<file path="src/rtl/y86_pkg.sv">
// -----------------------------------------------------------------------------
// y86_pkg
// Shared definitions for the Y86-64 decode-stage register selection and the
// in-flight destination scoreboard.
//   - instruction codes (HALT..POPQ)
//   - register IDs: NREG ("no register") and RSP (stack pointer)
//   - sb_entry_t: one scoreboard slot holding the {dstE, dstM} of an
//     instruction that has left decode
//   - ret_state_t: states of the ret fetch-hold FSM
// -----------------------------------------------------------------------------
package y86_pkg;

   localparam int REG_ID_W = 4;

   typedef logic [REG_ID_W-1:0] reg_id_t;

   localparam reg_id_t NREG = 4'hF;
   localparam reg_id_t RSP  = 4'h4;

   localparam logic [3:0] I_HALT   = 4'h0;
   localparam logic [3:0] I_NOP    = 4'h1;
   localparam logic [3:0] I_CMOVXX = 4'h2;
   localparam logic [3:0] I_IRMOVQ = 4'h3;
   localparam logic [3:0] I_RMMOVQ = 4'h4;
   localparam logic [3:0] I_MRMOVQ = 4'h5;
   localparam logic [3:0] I_OPQ    = 4'h6;
   localparam logic [3:0] I_JXX    = 4'h7;
   localparam logic [3:0] I_CALL   = 4'h8;
   localparam logic [3:0] I_RET    = 4'h9;
   localparam logic [3:0] I_PUSHQ  = 4'hA;
   localparam logic [3:0] I_POPQ   = 4'hB;

   typedef struct packed {
      reg_id_t dstE;
      reg_id_t dstM;
   } sb_entry_t;

   // A slot that names no destination; this is what a bubble carries.
   localparam sb_entry_t SB_EMPTY = '{dstE: NREG, dstM: NREG};

   typedef enum logic {
      RET_IDLE,
      RET_HOLD
   } ret_state_t;

endpackage

</file>
<file path="src/rtl/y86_inflight_pipe.sv">
// -----------------------------------------------------------------------------
// y86_inflight_pipe
// NSTAGES-deep shift register of destination entries for the instructions
// downstream of decode (slot 0 = the instruction now in E). Each cycle the
// entries advance by one and the oldest falls off the end; slot 0 takes the
// pushed entry, or an empty entry when nothing issues.
// Ports:
//   clk       in   rising-edge clock
//   rst_n     in   synchronous active-low reset (all slots emptied)
//   push      in   an instruction issues from D this cycle
//   push_ent  in   {dstE, dstM} of the issuing instruction
//   head      out  current slot 0 (the instruction in E)
//   busy_mask out  registered: bit r set when any slot names register r
// -----------------------------------------------------------------------------
module y86_inflight_pipe
   import y86_pkg::*;
#(
   parameter int NSTAGES = 3,
   parameter int NREGS   = 15
) (
   input  logic             clk,
   input  logic             rst_n,
   input  logic             push,
   input  sb_entry_t        push_ent,
   output sb_entry_t        head,
   output logic [NREGS-1:0] busy_mask
);

   sb_entry_t        ent     [NSTAGES];
   sb_entry_t        ent_nxt [NSTAGES];
   logic [NREGS-1:0] mask_nxt;

   // Next contents of the pipe: a new entry (or a bubble) enters slot 0 and
   // everything else moves one stage further downstream.
   always_comb begin
      ent_nxt[0] = push ? push_ent : SB_EMPTY;
      for (int k = 1; k < NSTAGES; k++) begin
         ent_nxt[k] = ent[k-1];
      end
   end

   // The busy mask is built from the next-state entries so that, once
   // registered, it describes exactly the entries held during that cycle.
   // NREG lies outside 0..NREGS-1 and therefore never sets a bit.
   always_comb begin
      mask_nxt = '0;
      for (int r = 0; r < NREGS; r++) begin
         for (int k = 0; k < NSTAGES; k++) begin
            if (ent_nxt[k].dstE == reg_id_t'(r) || ent_nxt[k].dstM == reg_id_t'(r)) begin
               mask_nxt[r] = 1'b1;
            end
         end
      end
   end

   // Entry storage and registered busy mask.
   always_ff @(posedge clk) begin
      if (!rst_n) begin
         for (int k = 0; k < NSTAGES; k++) begin
            ent[k] <= SB_EMPTY;
         end
         busy_mask <= '0;
      end else begin
         for (int k = 0; k < NSTAGES; k++) begin
            ent[k] <= ent_nxt[k];
         end
         busy_mask <= mask_nxt;
      end
   end

   assign head = ent[0];

endmodule

</file>
<file path="src/rtl/y86_regsel_scoreboard.sv">
// -----------------------------------------------------------------------------
// y86_regsel_scoreboard
// Decode-stage register selection for the pipelined Y86-64 core, with an
// in-flight destination scoreboard, load-use stall/bubble generation and a
// fetch hold of RET_BUBBLES cycles after a ret issues.
// Ports:
//   clk_i         in   rising-edge clock
//   rst_n_i       in   synchronous active-low reset
//   D_valid_i     in   D holds a real instruction
//   D_icode_i     in   icode in D
//   D_rA_i        in   rA field
//   D_rB_i        in   rB field
//   flush_i       in   mispredict squash of the instruction in D
//   d_srcA_o      out  source A register (NREG when none)
//   d_srcB_o      out  source B register
//   d_dstE_o      out  E-destination register
//   d_dstM_o      out  M-destination register
//   stall_o       out  hold F and D (load-use)
//   bubble_o      out  inject a bubble into E
//   fetch_hold_o  out  ret pending, fetch must not advance the PC
//   busy_mask_o   out  bit r = register r is a pending destination downstream
// -----------------------------------------------------------------------------
module y86_regsel_scoreboard
   import y86_pkg::*;
#(
   parameter int REG_W       = 4,
   parameter int NREGS       = 15,
   parameter int NSTAGES     = 3,
   parameter int RET_BUBBLES = 3
) (
   input  logic             clk_i,
   input  logic             rst_n_i,
   input  logic             D_valid_i,
   input  logic [3:0]       D_icode_i,
   input  logic [REG_W-1:0] D_rA_i,
   input  logic [REG_W-1:0] D_rB_i,
   input  logic             flush_i,
   output logic [REG_W-1:0] d_srcA_o,
   output logic [REG_W-1:0] d_srcB_o,
   output logic [REG_W-1:0] d_dstE_o,
   output logic [REG_W-1:0] d_dstM_o,
   output logic             stall_o,
   output logic             bubble_o,
   output logic             fetch_hold_o,
   output logic [NREGS-1:0] busy_mask_o
);

   localparam int CNT_W = $clog2(RET_BUBBLES + 1);

   reg_id_t    src_a;
   reg_id_t    src_b;
   reg_id_t    dst_e;
   reg_id_t    dst_m;
   sb_entry_t  head;
   reg_id_t    load_dst;
   logic       hazard;
   logic       issue;
   ret_state_t state;
   logic [CNT_W-1:0] ret_cnt;

   // Register selection from icode/rA/rB. Anything not a valid instruction,
   // including icodes beyond POPQ, selects no register at all.
   always_comb begin
      src_a = NREG;
      src_b = NREG;
      dst_e = NREG;
      dst_m = NREG;
      if (D_valid_i) begin
         case (D_icode_i)
            I_CMOVXX: begin
               src_a = D_rA_i;
               dst_e = D_rB_i;
            end
            I_IRMOVQ: begin
               dst_e = D_rB_i;
            end
            I_RMMOVQ: begin
               src_a = D_rA_i;
               src_b = D_rB_i;
            end
            I_MRMOVQ: begin
               src_b = D_rB_i;
               dst_m = D_rA_i;
            end
            I_OPQ: begin
               src_a = D_rA_i;
               src_b = D_rB_i;
               dst_e = D_rB_i;
            end
            I_CALL: begin
               src_b = RSP;
               dst_e = RSP;
            end
            I_RET: begin
               src_a = RSP;
               src_b = RSP;
               dst_e = RSP;
            end
            I_PUSHQ: begin
               src_a = D_rA_i;
               src_b = RSP;
               dst_e = RSP;
            end
            I_POPQ: begin
               src_a = RSP;
               src_b = RSP;
               dst_e = RSP;
               dst_m = D_rA_i;
            end
            default: begin
            end
         endcase
      end
   end

   assign d_srcA_o = src_a;
   assign d_srcB_o = src_b;
   assign d_dstE_o = dst_e;
   assign d_dstM_o = dst_m;

   // Load-use: only the instruction in E can still be waiting on memory for
   // a value D wants. One cycle later it sits in M and forwarding covers it,
   // so a single producer/consumer pair stalls for exactly one cycle.
   // A squash in D overrides the stall: the consumer is discarded anyway.
   assign load_dst = head.dstM;
   assign hazard   = (load_dst != NREG) &&
                     (((src_a != NREG) && (src_a == load_dst)) ||
                      ((src_b != NREG) && (src_b == load_dst)));
   assign stall_o  = hazard & ~flush_i;
   assign bubble_o = hazard | flush_i;
   assign issue    = D_valid_i & ~stall_o & ~flush_i;

   y86_inflight_pipe #(
      .NSTAGES (NSTAGES),
      .NREGS   (NREGS)
   ) u_pipe (
      .clk       (clk_i),
      .rst_n     (rst_n_i),
      .push      (issue),
      .push_ent  ('{dstE: dst_e, dstM: dst_m}),
      .head      (head),
      .busy_mask (busy_mask_o)
   );

   // Ret fetch hold. The counter is loaded only when the ret actually issues
   // (a stalled ret waits), then counts down; the hold ends on the cycle the
   // count reaches 1, giving RET_BUBBLES hold cycles. A flush during the hold
   // cancels it immediately. fetch_hold_o is registered alongside the state.
   always_ff @(posedge clk_i) begin
      if (!rst_n_i) begin
         state        <= RET_IDLE;
         ret_cnt      <= '0;
         fetch_hold_o <= 1'b0;
      end else begin
         case (state)
            RET_IDLE: begin
               if (issue && (D_icode_i == I_RET)) begin
                  state        <= RET_HOLD;
                  ret_cnt      <= CNT_W'(RET_BUBBLES);
                  fetch_hold_o <= 1'b1;
               end
            end
            RET_HOLD: begin
               if (flush_i || (ret_cnt == CNT_W'(1))) begin
                  state        <= RET_IDLE;
                  ret_cnt      <= '0;
                  fetch_hold_o <= 1'b0;
               end else begin
                  ret_cnt <= ret_cnt - CNT_W'(1);
               end
            end
            default: begin
               state        <= RET_IDLE;
               ret_cnt      <= '0;
               fetch_hold_o <= 1'b0;
            end
         endcase
      end
   end

endmodule

</file>
<file path="config.mk">
export PLATFORM = sky130hd
export DESIGN_NAME = y86_regsel_scoreboard
export DESIGN_NICKNAME = d
export VERILOG_FILES = /design/src/rtl/y86_pkg.sv /design/src/rtl/y86_inflight_pipe.sv /design/src/rtl/y86_regsel_scoreboard.sv
export SDC_FILE = /design/constraint.sdc
export NUM_CORES = 1
export LEC_CHECK = 0
export BUFFER_PORTS_ARGS = -buffer_cell sky130_fd_sc_hd__buf_2
export CAP_MARGIN = 10
export CORE_ASPECT_RATIO = 1.75
export CORE_MARGIN = 2
export CORE_UTILIZATION = 29
export DETAILED_ROUTE_END_ITERATION = 16
export PLACE_DENSITY = 0.52
export SETUP_SLACK_MARGIN = 0.5
export SLEW_MARGIN = 20
export SYNTH_ARGS = -nofsm -noshare
export SYNTH_HDL_FRONTEND = slang
export SYNTH_SLANG_ARGS = --single-unit
</file>
<file path="constraint.sdc">
create_clock -name clk_i -period 5.8 [get_ports clk_i]
set_input_delay 0.29 -clock clk_i [delete_from_list [all_inputs] [get_ports clk_i]]
set_output_delay 0.29 -clock clk_i [all_outputs]
set_load 0.02 [all_outputs]
</file>
### Word-level counts from Yosys, hierarchy flattened

Memory sizes are Yosys's and may differ from the RTL's.
Cells that the tools add are included.

* register bits: 19
* RAM bits: 24
* input bits: 16
* output and inout port bits: 34
* logic and storage cells: 249
* memories: 1

* $add $sub $neg: 1
* equal/unequal tests: 101
* muxes and demuxes: 68
* bitwise operators: 10
* reductions and logical operators: 64

Memory list
* u_pipe.ent: depth 3, bits a word 8, read ports 2, clocked after Yosys merged registers in 0, write ports 3, RTL line y86_inflight_pipe.sv:29 `sb_entry_t ent [NSTAGES];`

Operator list (number)
* $eq A4 B4 Y1 const B: 46
* $eq A4 B3 Y1 const B: 27
* $eq A4 B2 Y1 const B: 14
* $mux W1: 51
* $logic_or A1 B1 Y1: 47
* $mux W8: 4
* $eq A4 B1 Y1 const B: 6
* $logic_not A4 Y1: 6
* $pmux W4 S2: 3
* $mux W4: 5
* $ne A4 B4 Y1 const B: 3
* $eq A4 B4 Y1: 2
* $reduce_or A4 Y1: 2
* $reduce_or A3 Y1: 2
* $logic_and A1 B1 Y1: 4
* $mux W2: 2
* $or A1 B1 Y1: 4
* $pmux W1 S2: 2
* $pmux W2 S2: 1
* $reduce_or A2 Y1: 2
* $and A1 B1 Y1: 3
* $not A1 Y1: 3
* $eq A2 B1 Y1 const B: 1
* $ne A2 B1 Y1 const B: 1
* 3 further kinds: 3

### Logic depth before layout (Yosys ltp)

Gate-level depths: netlist of the first run.

* depth in word-level cells: 18
* depth in mapped cells: 10

### Modules after synthesis

A second synthesis of the first run with hierarchy kept.

* cells, all modules: 285
* area, all modules: 2283.4 sq um

By module, submodules not included
* y86_inflight_pipe: times used 1, cells each 171, area an instance 1556.5 sq um
* y86_regsel_scoreboard: times used 1, cells each 114, area an instance 726.9 sq um

### Least setup slack after synthesis of the first run

Ideal clock, no wire load.

* kind: input-to-reg
* start: input D_icode_i[3]
* end: register u_pipe.busy_mask[0]
* library setup time: 0.125 ns
* arrival: 2.296 ns
* data required time: 5.675 ns
* setup slack: 3.379 ns
* cell stages on the path: 10
* buffers on the path: 3
* path through: buf_6 -> nor2b_1 -> buf_4 -> o211ai_1 -> xnor2_1 -> nand3_1 -> o311ai_4 -> buf_6 -> nor2_1 -> o41a_1

* longest elaborated chain between the ends: 18
* elaborated cells on any way between the ends: 42
* those cells by class: eq/ne: 13; mux: 12; bitwise: 4; reduce/logical: 13

RTL lines
* start, declared: RTL line y86_regsel_scoreboard.sv:34 `input logic [3:0] D_icode_i,`
* $eq A4 B4 Y1, or another cell as far along: RTL line y86_regsel_scoreboard.sv:69 `case (D_icode_i)`
* $reduce_or A4 Y1 (no line) / $reduce_or A2 Y1 (equally long branches)
* $pmux W4 S2 (*): RTL line y86_regsel_scoreboard.sv:69
* $mux W4 (*): RTL line y86_regsel_scoreboard.sv:68 `if (D_valid_i) begin`
* net d_srcA_o[2]: RTL line y86_regsel_scoreboard.sv:38 `output logic [REG_W-1:0] d_srcA_o,`
* $ne A4 B4 Y1 / $eq A4 B4 Y1 (equally long branches): RTL line y86_regsel_scoreboard.sv:127 `(((src_a != NREG) && (src_a == load_dst)) ||`
* $logic_and A1 B1 Y1 (*): RTL line y86_regsel_scoreboard.sv:127
* $logic_or A1 B1 Y1 (*): RTL line y86_regsel_scoreboard.sv:127
* $logic_and A1 B1 Y1 (*): RTL line y86_regsel_scoreboard.sv:126 `assign hazard = (load_dst != NREG) &&`
* $and A1 B1 Y1 (*): RTL line y86_regsel_scoreboard.sv:129 `assign stall_o = hazard & ~flush_i;`
* $not A1 Y1 (*): RTL line y86_regsel_scoreboard.sv:131 `assign issue = D_valid_i & ~stall_o & ~flush_i;`
* $and A1 B1 Y1 (*) (2 in series): RTL line y86_regsel_scoreboard.sv:131
* $mux W8 (*): RTL line y86_inflight_pipe.sv:36 `ent_nxt[0] = push ? push_ent : SB_EMPTY;`
* $logic_not A4 Y1: RTL line y86_inflight_pipe.sv:49 `if (ent_nxt[k].dstE == reg_id_t'(r) || ent_nxt[k].dstM == reg_id_t'(r)) begin`
* $logic_or A1 B1 Y1 (*): RTL line y86_inflight_pipe.sv:49
* $mux W1 (*) (3 in series): RTL line y86_inflight_pipe.sv:49
* end signal, assigned: RTL line y86_inflight_pipe.sv:67 `busy_mask <= mask_nxt;`
* end, declared: RTL line y86_inflight_pipe.sv:26 `output logic [NREGS-1:0] busy_mask`

Mark *: on every way through the listed nets, which the timed path passes. The rest lies on a longest branch.
A chain may end at the register's enable or synchronous reset.

### Worst setup path in the final report of the first run

* start: input D_icode_i[2]
* end: output bubble_o

* longest elaborated chain between the ends: 9
* elaborated cells on any way between the ends: 25
* those cells by class: eq/ne: 12; mux: 4; bitwise: 1; reduce/logical: 8

RTL lines
* $eq A4 B4 Y1, or another cell as far along: RTL line y86_regsel_scoreboard.sv:69
* $reduce_or A4 Y1 (no line), or another cell as far along
* $pmux W4 S2: RTL line y86_regsel_scoreboard.sv:69
* $mux W4: RTL line y86_regsel_scoreboard.sv:68
* $ne A4 B4 Y1, or another cell as far along: RTL line y86_regsel_scoreboard.sv:127
* $logic_and A1 B1 Y1 (on tied branches): RTL line y86_regsel_scoreboard.sv:127, y86_regsel_scoreboard.sv:128
* $logic_or A1 B1 Y1 (*): RTL line y86_regsel_scoreboard.sv:127
* $logic_and A1 B1 Y1 (*): RTL line y86_regsel_scoreboard.sv:126
* $or A1 B1 Y1 (*): RTL line y86_regsel_scoreboard.sv:130 `assign bubble_o = hazard | flush_i;`
* end, declared: RTL line y86_regsel_scoreboard.sv:43 `output logic bubble_o,`

Mark *: on every way between the ends. The rest lies on a longest branch, timed or not.

==> results of run 1 <==
-- power breakdown --
part | internal, mW | switching (mW)
clock | 0.158 | 0.104
combinational | 0.0253 | 0.0541
sequential | 0.243 | 0.00315
total | 0.427 | 0.161
-- sequential cells by signal, summed over array words and instances, names as in the netlist --
name	count
fetch_hold_o	1
ret_cnt	2
state	1
u_pipe.busy_mask	15
u_pipe.ent	16
-- cells by family (layout without fill, tap and decap cells) --
| logic type | Yosys count | count (layout) |
|---|---|---|
| and+or+nand+nor | 162 | 162 |
| AOI/OAI and AO/OA | 91 | 91 |
| DFF | 35 | 35 |
| buffers and inverters | 26 | 70 |
| adders and majority gates | 1 | 1 |
| xor gates and xnor gates | 1 | 1 |
-- metrics by stage --
stage / hold WS [ps] / std cells / power, mW / util (%) / setup WS, ps
finish: 340 / 450 / 0.588 / 35.3 / 2750
global route: 363 / 450 / 0.613 / 35.3 / 2520
CTS: 332 / 450 / 0.593 / 35.3 / 2750
detailed placement: 486 / 442 / 0.331 / 33.5 / 2680
global placement: 480 / 442 / 0.331 / 33.5 / 2790
floorplan: 363 / 316 / 0.304 / - / 3380
-- worst min path at each step --
stage | end | cells past startpoint
after global routing | u_pipe.ent[0][2]$_SDFF_PN1_ | 3
after detailed placement | fetch_hold_o$_SDFFE_PN0P_ | 1
after global placement | fetch_hold_o$_SDFFE_PN0P_ | 1
after CTS | u_pipe.ent[0][2]$_SDFF_PN1_ | 3
final | u_pipe.ent[0][2]$_SDFF_PN1_ | 3
after floorplan | u_pipe.ent[0][8]$_SDFF_PN1_ | 1
-- cell type report --
| class | count | area share [%] |
|---|---|---|
| multi-input cells | 255 | 55.2 |
| flip-flops and latches | 35 | 25.1 |
| repair buffers | 49 | 8.78 |
| clock buffers | 5 | 4.48 |
| well taps | 90 | 4.03 |
| inverters | 13 | 1.75 |
| clock inverters | 3 | 0.717 |
-- worst max-delay path, stage by stage --
cell      delay, ps
buf_2           170
nor2b_1         590
o21ai_1         260
nor4_1          280
a311oi_1        120
o311ai_4        740
buf_2           300
-- layout by cell type, fill, tap and decap left out, drive strengths merged, types with 2 or more instances in the layout --
cell type	synthesis	routed
o2bb2ai	2	2
o31a	2	2
clkbuf	7	5
nand2	30	30
nor3	24	24
inv	13	13
nand2b	34	34
clkinvlp	0	2
o41a	2	2
dfxtp	35	35
nor4	8	8
o22ai	22	22
o32ai	4	4
o22a	2	2
buf	6	49
nor2b	6	6
and3	2	2
nand3	5	5
nor2	32	32
o31ai	3	3
o21ai	10	10
or4	2	2
o211a	3	3
or2	3	3
a211oi	3	3
nor3b	2	2
a21oi	10	10
a31oi	6	6
and3b	4	4
o211ai	4	4
o21a	7	7
or3	6	6
a22oi	2	2
-- routing by layer --
| layer | routed length, um | global-route usage [%] | share of wire, % |
|---|---|---|---|
| met1 | 2890 | 19.2 | 36 |
| met2 | 4540 | 34.9 | 56 |
| met3 | 288 | 2.04 | 3.5 |
| met4 | 429 | 12.3 | 5.3 |
| met5 | 0 | 0 | 0 |
==> metrics.md, run 1 <==
| Metric | Value |
|---|---|
| Hold Path Class | primary input to register |
| Syn avg cell area | 7.47 sq um |
| Synthesized area | 0.00236 sq mm |
| Multi-input gate area | 0.00154 sq mm |
| Most frequent cell after synthesis | dfxtp_1 |
| Avg WL per Cell | 18.1 um |
| DR vias | 2607 |
| Crit. End Element | primary output |
| Critical Path Start | D_icode_i[2] |
| Slew @ Worst Pin | 801 ps |
| # fillers | 849 |
| Clk slew on worst S/H paths | 60 ps |
| WP data required | 5510 ps |
| Number of flops mapped to enable cells by yosys | 0 |
| DRC Markers | 0 |
| Clock H-tree levels | 2 |
| Fin crit period | 3050 ps |
| Post-synthesis sequential area ratio | 29.7% |
| # diodes | 0 |
| Die area | 0.00891 sq mm |
| Xor and xnor fraction of the mapped netlist area | 0.371% |
| Area after DPL | 0.00265 sq mm |
| # clock sinks | 35 |
| Global-route wire length before repair | 12600 um |
| Unrepaired setup endpoints after global routing | false |
| GP Congestion | 0.933 |
| CTS max path bufs | 2 |
| Initial Utilization | 29.9% |
| Setup TNS | 0 ps |
| GRT Total Usage | 18.8% |
| FP Rows | 43 |
| R2r setup slk | 2990 ps |
| Drt total wl | 8150 um |
| Synth top area share | 29.7% |
| Reg2reg end | u_pipe.busy_mask[4]$_SDFF_PN0_ |
| Seq. cell area | 701 sq um |
| Worst-case reg-to-reg path depth | 6 |
| Crit Path Max Fanout | 21 |
| Post-Synth Adder-Cell Area | 0.530% |
| Power per Cell Area | 210 mW/mm^2 |
| Critical path class | primary input to primary output |
| DIE HEIGHT | 123 um |
| Postcts setup bufs | 0 |
| Clk_skew | 6.33 ps |
| Pin count of the biggest net entering global routing | 22 |
| FFs w/ async S/R, synth | 0% |
| Period utilization | 52.5% |
| CTS Root Cell | clkbuf_16 |
| Top FF cell, synth | dfxtp_1 |
| I/O pins | 50 |
| Initial antenna violation count | 0 |
| Vias in the first global route | 2485 |
| Peak supply drop | 0.101 mV |
| Hpwl dp | 6420 um |
| Post-CTS Resized | 0 |
| Largest family of logic cells by synthesized area | simple AND/OR/NAND/NOR gates |
| Worst reg2reg startpoint | u_pipe.ent[0][3]$_SDFF_PN1_ |
| CTS tree | yes |
| Fmax | 328 MHz |
| Gate Count Post-Synth | 316 |
| Worst-Skew Late Latency | 290 ps |
| End point of the critical path | bubble_o |
| Drt first pass iters | 4 |
| Die Wd | 72.2 um |
| Overflow after GRT | 0 |
| Syn Nets | 333 |
| Mux cell area share after synthesis | 0% |
| PortBufs | 49 |
| Final ANT Viol Nets | 0 |
| Critical Path Start Type | primary input |
| Flop and latch count out of synthesis | 35 |
| Slew Limit Fails | 0 |
| Layout cell share with drive strength beyond 1 | 18.6% |
| Distinct cells, synth | 56 |
| CTS Buf Count | 5 |
| Synth area leader | dfxtp_1 |
| Post-route cell area | 0.00279 sq mm |
| Final Setup Violations | 0 |
| Worst EP arrival | 2760 ps |
| Core area | 0.00791 sq mm |
| CTS Hold Bufs | 0 |
| Post-synthesis simple-gate area fraction | 36.1% |
| Relative slew slack | 46.5% |
| Worst Hold Launch | D_rA_i[2] |
| Number of synthesis warnings | 0 |
| Status | completed |
| Maxcap violations | 0 |
| Compound-Gate Fraction of Synth Area | 28.2% |
| P_leak | 1.04 nW |
| Area Overhead vs Synth | 18.3% |
| Area contributors post-synth | dfxtp_1 (30%), nand2b_1 (9.0%), o22ai_1 (5.8%) |
| Nets@finish | 376 |
| Fin. Hold Viols | 0 |
| Via-to-Cell Ratio | 5.79 |
| Post-synth top cells | dfxtp_1 (35), nand2b_1 (34), nor2_1 (31), nand2_1 (30), nor3_1 (24) |
| Iteration-0 DRC Markers | 182 |
No activity file was read; power rests on OpenSTA's default activity.
==> run 2, diff against run 1 <==
Settings changed: ABC_AREA from default to 1.
Clock period 5.8 ns to 3.05 ns, I/O delays scaled along.
==> run 2 against run 1 <==
First-iteration DRC count down 9.9%. Final area up 0.40%. Wire length down 1.1%. Clock-buffer cell count unchanged. Critical path depth up 1. Combinational power up 110%. Sequential power up 90%. Non-clock buffer count unchanged. Power up 92%. Critical endpoint is now stall_o. Largest cell class unchanged. Highest routed layer unchanged.
==> metrics.md, run 2 <==
| Metric | Value |
|---|---|
| Overall power | 1.13 mW (+92%) |
| PortBufs | 49 (unchanged) |
| Relative slew slack | 51.8% (+5.4 points) |
| Critical path class | register to primary output |
| Slew @ Worst Pin | 717 ps (-84.3 ps) |
| Post-synth top cells | nand2_1 (91), inv_1 (66), nor2_1 (44), dfxtp_1 (35), nand3_1 (31) |
| Peak supply drop | 0.184 mV (+82%) |
| Status | completed |
| Worst-case reg-to-reg path depth | 12 (+6) |
| Die area | 0.00912 sq mm (+2.4%) |
| Worst EP arrival | 2000 ps (-760 ps) |
| # fillers | 916 (+7.9%) |
| Core area | 0.00820 sq mm (+3.7%) |
| Clk slew on worst S/H paths | 50 ps (about the same) |
| Crit. End Element | primary output |
| Iteration-0 DRC Markers | 164 (-9.9%) |
| Overflow after GRT | 0 (unchanged) |
| Unrepaired setup endpoints after global routing | false |
| Die Wd | 73.1 um (+1.2%) |
| Top FF cell, synth | dfxtp_1 |
| Fin crit period | 2160 ps |
| FFs w/ async S/R, synth | 0% (unchanged) |
| Post-CTS Resized | 0 (unchanged) |
| Critical Path Start Type | register |
| Syn avg cell area | 6.50 sq um (-13%) |
| Avg WL per Cell | 15.8 um (-13%) |
| Fmax | 464 MHz |
| CTS Buf Count | 5 (unchanged) |
| Flop and latch count out of synthesis | 35 (unchanged) |
| Crit Path Max Fanout | 13 (-38%) |
| Distinct cells, synth | 39 (-30%) |
| Biggest register | u_pipe.ent |
| Slew Limit Fails | 0 (unchanged) |
| Setup TNS | 0 ps (unchanged) |
| Most frequent cell after synthesis | nand2_1 |
| CTS Hold Bufs | 0 (unchanged) |
| DIE HEIGHT | 125 um (+1.2%) |
| Drt total wl | 8060 um (-1.1%) |
| Clock H-tree levels | 2 (unchanged) |
| WHS | 163 ps (-177 ps) |
| CTS max path bufs | 2 (unchanged) |
| GRT Total Usage | 18.4% (-0.34 points) |
| Post-route cell area | 0.00280 sq mm (+0.40%) |
| WP data required | 2900 ps (-2610 ps) |
| Final Setup Violations | 0 (unchanged) |
| Number of flops mapped to enable cells by yosys | 0 (unchanged) |
| GP Congestion | 0.883 (-5.4%) |
| Fin. Hold Viols | 0 (unchanged) |
| Drt first pass iters | 4 (unchanged) |
| Initial antenna violation count | 0 (unchanged) |
| # diodes | 0 (unchanged) |
| Nets@finish | 434 (+15%) |
| Hold Path Class | primary input to register |
| Synth top area share | 29.0% (-0.72 points) |
| Global-route wire length before repair | 12700 um (+0.38%) |
| Vias in the first global route | 2588 (+4.1%) |
| Gate Count Post-Synth | 372 (+18%) |
| Crit-path slowest cell | dfxtp_1 |
| Maxcap violations | 0 (unchanged) |
| Final ANT Viol Nets | 0 (unchanged) |
| Area after DPL | 0.00266 sq mm (+0.43%) |
| Initial Utilization | 29.5% (-0.35 points) |
| Power per Cell Area | 403 mW/mm^2 (+92%) |
| DRC Markers | 0 (unchanged) |
| Postcts setup bufs | 0 (unchanged) |
| Most frequent cells in the layout | nand2_1 (91), inv_1 (66), buf_2 (49) |
| Worst-Skew Late Latency | 280 ps (about the same) |
| Commonest non-fill, non-tap cell in the layout | nand2_1 |
| Area Overhead vs Synth | 15.9% |
| # clock sinks | 35 (unchanged) |
| Crit path cell chain | inv_1 -> nand2_1 -> nand2_1 -> nor2_2 -> nand3_2 -> and2_4 -> nor2_2 -> buf_2 |
| I/O pins | 50 (unchanged) |
| Area contributors post-synth | dfxtp_1 (29%), nand2_1 (14%), inv_1 (10%) |
| P_leak | 1.45 nW (+39%) |
| CTS Root Cell | clkbuf_16 |
| Max incr delay on CP | 430 ps (-310 ps) |
| Number of synthesis warnings | 0 (unchanged) |
| CTS tree | yes |
| Syn Nets | 389 (+17%) |
| DR vias | 2668 (+2.3%) |
| Via-to-Cell Ratio | 5.23 (-9.7%) |
| Pin count of the biggest net entering global routing | 33 (+50%) |
| FP Rows | 44 (+2.3%) |
| Period utilization | 70.7% |
| Regs by FF count | u_pipe.ent (16), u_pipe.busy_mask (15), ret_cnt (2) |
| Layout cell share with drive strength beyond 1 | 19.6% (+1.0 points) |
| Max FFs per register | 16 (unchanged) |
| Synthesized area | 0.00242 sq mm (+2.5%) |
| Post-synthesis sequential area ratio | 29.0% (-0.72 points) |
| Hold depth | 3 (unchanged) |
| Synth area leader | dfxtp_1 |
| Clk_skew | 5.57 ps (-0.756 ps) |
| Hpwl dp | 6640 um (+3.4%) |
## run 2: critical path, delay by kind of cell, from the launching register on
family / cells / cell delay (ps)
buf+inv: 2 / 320
flops: 1 / 430
simple gates: 6 / 970
## run 2: kinds of logic (layout without fill, tap and decap cells)
family                     Yosys count  after routing  synth area share, %
and+or+nand+nor                    212            212                 41.2
buffers and inverters               79            125                 15.6
adders and majority gates            1              1                0.517
DFF                                 35             35                 29.0
xor gates and xnor gates             1              1                0.362
AOI/OAI and AO/OA                   44             44                 13.4
## run 2: path summary, 6_finish.rpt
kind | slack [ps] | to | start
worst max-delay path | 890 | stall_o | u_pipe.ent[0][0]$_SDFF_PN1_
worst min-delay path | 160 | u_pipe.ent[0][0]$_SDFF_PN1_ | D_rA_i[0]
worst max register to register | 1100 | u_pipe.busy_mask[12]$_SDFF_PN0_ | u_pipe.ent[0][1]$_SDFF_PN1_
worst min register to register | 490 | fetch_hold_o$_SDFFE_PN0P_ | fetch_hold_o$_SDFFE_PN0P_
## run 2: routing by layer
layer | global-route usage [%] | vias to the layer above | wire length (um)
met1 | 18.6 | 1230 | 2870
met2 | 33.6 | 104 | 4400
met3 | 2.67 | 24 | 332
li1 | - | 1310 | -
met4 | 11.2 | 0 | 460
met5 | 0 | - | 0
## run 2: where the power goes
group | switching [mW] | total, mW | internal, mW
clock | 0.198 | 0.498 | 0.300
sequential | 0.00431 | 0.467 | 0.463
combinational | 0.119 | 0.165 | 0.0464
total | 0.321 | 1.13 | 0.810
## run 2: stage by stage
stage	worst slack, ps	std cells	utilization (%)
6_report	894	510	34.2
5_1_grt	712	510	34.2
4_1_cts	908	510	34.2
3_5_place_dp	937	502	32.4
3_3_place_gp	957	502	32.4
2_1_floorplan	1190	372	-
## run 2: cell type report
| class | count | area (sq um) | area share [%] |
|---|---|---|---|
| Timing Repair Buffer | 49 | 245 | 8.75 |
| Sequential cell | 35 | 701 | 25.0 |
| Multi-Input combinational cell | 258 | 1340 | 47.9 |
| Tap cell | 92 | 115 | 4.11 |
| Clock inverter | 3 | 20.0 | 0.714 |
| Clock buffer | 5 | 125 | 4.46 |
| Inverter | 68 | 255 | 9.10 |
